$ cat src/rtl/subtractor_pkg.sv
// Shared definitions for the bit-serial subtractor: FSM state encoding and default width.
package subtractor_pkg;

   localparam int DEFAULT_WIDTH = 4;

   typedef enum logic [1:0] {
      IDLE  = 2'd0,
      SHIFT = 2'd1,
      DONE  = 2'd2
   } state_t;

endpackage

$ cat src/rtl/full_subtractor.sv
// One-bit full subtractor, purely combinational: Diff = A - B - Bin, Bout set on underflow.
module full_subtractor (
   input  logic A,
   input  logic B,
   input  logic Bin,
   output logic Diff,
   output logic Bout
);

   assign Diff = A ^ B ^ Bin;
   assign Bout = (~A & B) | (~(A ^ B) & Bin);

endmodule

$ cat src/rtl/serial_ripple_subtractor.sv
// Bit-serial A - B - Bin, one bit per clock LSB-first; result valid WIDTH edges after start.
// No backpressure: start is ignored while busy, and a start in DONE chains back-to-back.
module serial_ripple_subtractor
   import subtractor_pkg::*;
#(
   parameter int WIDTH = DEFAULT_WIDTH
) (
   input  logic             clk,
   input  logic             rst,
   input  logic             start,
   input  logic [WIDTH-1:0] A,
   input  logic [WIDTH-1:0] B,
   input  logic             Bin,
   output logic             busy,
   output logic             done,
   output logic [WIDTH-1:0] Diff,
   output logic             Bout
);

   localparam int CW = $clog2(WIDTH + 1);
   localparam logic [CW-1:0] LAST = CW'(WIDTH - 1);

   state_t           state_q, state_d;
   logic [CW-1:0]    cnt_q, cnt_d;
   logic [WIDTH-1:0] a_q, a_d;
   logic [WIDTH-1:0] b_q, b_d;
   logic             br_q, br_d;
   logic [WIDTH-1:0] res_q, res_d;
   logic [WIDTH-1:0] diff_q, diff_d;
   logic             bout_q, bout_d;
   logic             busy_q, busy_d;
   logic             done_q, done_d;

   logic             bit_diff;
   logic             bit_bout;

   full_subtractor u_fs (
      .A    (a_q[0]),
      .B    (b_q[0]),
      .Bin  (br_q),
      .Diff (bit_diff),
      .Bout (bit_bout)
   );

   always_comb begin
      state_d = state_q;
      cnt_d   = cnt_q;
      a_d     = a_q;
      b_d     = b_q;
      br_d    = br_q;
      res_d   = res_q;
      diff_d  = diff_q;
      bout_d  = bout_q;

      case (state_q)
         SHIFT: begin
            a_d   = a_q >> 1;
            b_d   = b_q >> 1;
            br_d  = bit_bout;
            res_d = {bit_diff, res_q[WIDTH-1:1]};
            cnt_d = cnt_q + CW'(1);
            // Published outputs only move on the final bit, so they hold across later operations.
            if (cnt_q == LAST) begin
               diff_d  = {bit_diff, res_q[WIDTH-1:1]};
               bout_d  = bit_bout;
               state_d = DONE;
            end
         end
         IDLE, DONE: begin
            if (start) begin
               a_d     = A;
               b_d     = B;
               br_d    = Bin;
               res_d   = '0;
               cnt_d   = '0;
               state_d = SHIFT;
            end else begin
               state_d = IDLE;
            end
         end
         default: state_d = IDLE;
      endcase

      busy_d = (state_d == SHIFT);
      done_d = (state_d == DONE);
   end

   always_ff @(posedge clk or posedge rst) begin
      if (rst) begin
         state_q <= IDLE;
         cnt_q   <= '0;
         a_q     <= '0;
         b_q     <= '0;
         br_q    <= 1'b0;
         res_q   <= '0;
         diff_q  <= '0;
         bout_q  <= 1'b0;
         busy_q  <= 1'b0;
         done_q  <= 1'b0;
      end else begin
         state_q <= state_d;
         cnt_q   <= cnt_d;
         a_q     <= a_d;
         b_q     <= b_d;
         br_q    <= br_d;
         res_q   <= res_d;
         diff_q  <= diff_d;
         bout_q  <= bout_d;
         busy_q  <= busy_d;
         done_q  <= done_d;
      end
   end

   assign busy = busy_q;
   assign done = done_q;
   assign Diff = diff_q;
   assign Bout = bout_q;

endmodule
$ cat config.mk
export PLATFORM = sky130hd
export DESIGN_NAME = serial_ripple_subtractor
export DESIGN_NICKNAME = d
export VERILOG_FILES = /design/src/rtl/subtractor_pkg.sv /design/src/rtl/full_subtractor.sv /design/src/rtl/serial_ripple_subtractor.sv
export SDC_FILE = /design/constraint.sdc
export NUM_CORES = 1
export LEC_CHECK = 0
export CAP_MARGIN = 10
export CORE_MARGIN = 3
export CORE_UTILIZATION = 31
export DETAILED_ROUTE_END_ITERATION = 16
export PLACE_DENSITY = 0.6
export SYNTH_ARGS = -nofsm -noshare
export SYNTH_HDL_FRONTEND = slang
export SYNTH_SLANG_ARGS = --single-unit
$ cat constraint.sdc
create_clock -name clk -period 2.1 [get_ports clk]
set_clock_uncertainty 0.15 [all_clocks]
set_input_delay 0.42 -clock clk [delete_from_list [all_inputs] [get_ports clk]]
set_output_delay 0.42 -clock clk [all_outputs]
set_load 0.01 [all_outputs]
==> impl_metrics.yaml <==
min_path:
  hp-class: "input pin to async pin"
floorplanning:
  placementRows: 20
  core_area_sq_mm: 0.003153
  die_h_microns: 64.54
  die_w_microns: 64.54
  die-area_sq_mm: 0.004165
  boundaryPins: 19
  initial_core_util_pct: 33.69
critical_path:
  crit_path_end: "Diff[3]"
  cp_num_buf_inv: 1
  required_ps: 1530
  timing.rr.end: "Diff[0]"
  r2r-start: "cnt_q[0]"
  slowest_stage: "clkdlybuf4s50_1"
  path_max_fanout: 2
  critPathTopFamily: "buffers and inverters"
  crit_chain: "clkdlybuf4s50_1"
  r2r_cells: 4
  critPathArrivalTime_ps: 1230
  cp-end-kind: "output pin"
  worstSetupStartpoint: "Diff[3]"
  r2r_slack_ps: 520
  slowest_delay_ps: 540
  cp-start-kind: "register"
  path_depth: 1
  critical_path_class: "register to output pin"
cts:
  cts_root_buf: "clkbuf_4"
  cts_made_buffers: 3
  cts_hold_buf: 0
  cts_resized: 0
  cts_tree: "done"
  clk_pin_slew_ps: 140
  numClockSinks: 24
  cts_setup_buffers: 0
  htree_levels: 1
  clk_latency_ps: 320
  clock_path_buffers: 2
sta:
  slew_viol_final: 0
  min_period_over_period_pct: 85.92
  period_needed_ps: 1804
  rsz0062_at_grt: "false"
  finalSetupTns_ps: 0
  worstMarginPinSlew_ps: 373.9
  slew_headroom_pct: 75.07
  hold_viol: 0
  finalSetupViolCount: 0
  max_freq_mhz: 554.2
yosys:
  synth_commonest_cells: "dfrtp_1, inv_1, mux2_2"
  synth_most_common_cell: "dfrtp_1"
  synth-async-reset-ratio_pct: 100.0
  ys_ff_latch: 24
  synth.area.top_cells: "dfrtp_1, mux2_2, a22o_1"
  avgSynthCellArea_sq_um: 12.35
  synthCells: 86
  yosys_warnings: 0
  synth_nets: 101
  synth.cell_area_sq_mm: 0.001062
  synth_ff_type: "dfrtp_1"
  yosysSeqAreaShare_pct: 56.54
  yosys.area.top_type: "dfrtp_1"
  synth_cell_types: 25
  synth_edf_count: 0
  synth_top_area_share_pct: 56.54
global_route:
  top_usage_layer: "met2"
  grt_max_degree: 25
  track_usage_pct: 10.27
  gr-usage-met2_pct: 17.40
  grt_pass1_vias: 736
  grt_use_met3_pct: 3.813
  antenna_found_initial: 0
  grt_pass1_wl_microns: 3346
  overflow: 0
  grtUsageMet1_pct: 12.38
routing:
  vias: 717
  vias_per_cell: 4.812
  routedWlPerCell_microns: 12.77
  route.detailed.drc: 0
  wirelength_microns: 1902
  drt_iter0_markers: 43
  firstDrtPassIters: 4
  antenna_left: 0
placed_design:
  hpwl_microns: 1398
  place_area_sq_mm: 0.001270
  port_buffers: 18
  dpl.cell_count: 145
  gp_congestion: 0.7476
pwr:
  p_leak_nw: 0.6069
  vdd_ir_drop_max_mv: 0.6684
  cellPowerDensity_mw_per_mm2: 1489
finish:
  drive_gt1_share_pct: 14.29
  num_antenna_cells: 0
  synthToLayoutAreaGrowth_pct: 24.50
  final_cell_area_sq_mm: 0.001323
  layout.nets: 121
  final_cells: 149
  fin_util_pct: 41.94
job:
  maxCapViolations: 0
run_status:
  status: "complete, no violations"
registers in the layout, indices dropped and copies added (netlist names):
| signal | count |
|---|---|
| done | 1 |
| Diff | 4 |
| state_q | 2 |
| busy | 1 |
| cnt_q | 3 |
| br_q | 1 |
| b_q | 4 |
| a_q | 4 |
| Bout | 1 |
| res_q | 3 |
metal layers:
metal / vias to the layer above / wire (microns) / share of wire [%]
met2: 17 / 924 / 49
met3: 5 / 99 / 5.2
li1: 342 / - / -
met1: 353 / 849 / 45
met5: - / 0 / 0
met4: 0 / 27 / 1.4
through the flow:
| stage | setup WS (ps) | power (mW) | hold slack, ps |
|---|---|---|---|
| 2_1_floorplan | 603.7 | 1.443 | 284.6 |
| 3_3_place_gp | 265.5 | 1.634 | 330.3 |
| 3_5_place_dp | 242.6 | 1.660 | 335.5 |
| 4_1_cts | 272.6 | 2.001 | 280.7 |
| 5_1_grt | 239.1 | 2.139 | 319.3 |
| 6_report | 295.7 | 1.969 | 273.2 |
kinds of logic after synthesis:
family	after synthesis	synth area share (%)
AND/OR/NAND/NOR	21	13.19
buffers and inverters	11	6.124
multiplexers	7	7.302
adder cells (fa/ha/maj)	3	4.240
flip-flops	24	56.54
AO/OA/AOI/OAI	20	12.60
area by class of cell:
class,instances,area (sq um)
clock inverter,1,30.03
multi-input combinational,51,396.6
inverter,6,22.52
sequential,24,600.6
timing repair buffer,20,195.2
clock buffer,3,22.52
tap,44,55.05
fill,343,1831
cell usage in the layout (no fill, tap or decap):
cell / count
a22o_1: 5
inv_1: 6
bufinv_16: 1
clkbuf_4: 3
nor2_8: 1
buf_4: 2
nor2b_1: 2
nor3_1: 4
nor2b_4: 1
o21ai_0: 5
nor2_1: 5
o22ai_1: 5
ha_1: 2
a22oi_1: 1
a21oi_1: 2
dfrtp_1: 24
nand3b_4: 1
nand2_1: 2
a211oi_1: 1
mux2i_1: 1
clkdlybuf4s50_1: 18
nand3_1: 3
o2bb2ai_1: 1
mux2_2: 6
nand2b_1: 2
fa_1: 1
worst min path at each step:
stage	startpoint	endpoint	slack, ps	cells past startpoint
after floorplan	rst	Bout	280	1
after global placement	cnt_q[2]	cnt_q[2]	330	1
after detailed placement	cnt_q[2]	cnt_q[2]	340	1
after CTS	rst	b_q[2]	280	3
after global routing	rst	b_q[2]	320	3
final	rst	b_q[2]	270	3
power by group:
group | switching [mW] | leakage (nW) | internal, mW
clock network | 0.142 | 0.0279 | 0.193
logic | 0.375 | 0.281 | 0.442
registers | 0.148 | 0.298 | 0.669
Note: power is estimated with default switching activity, not from simulation.
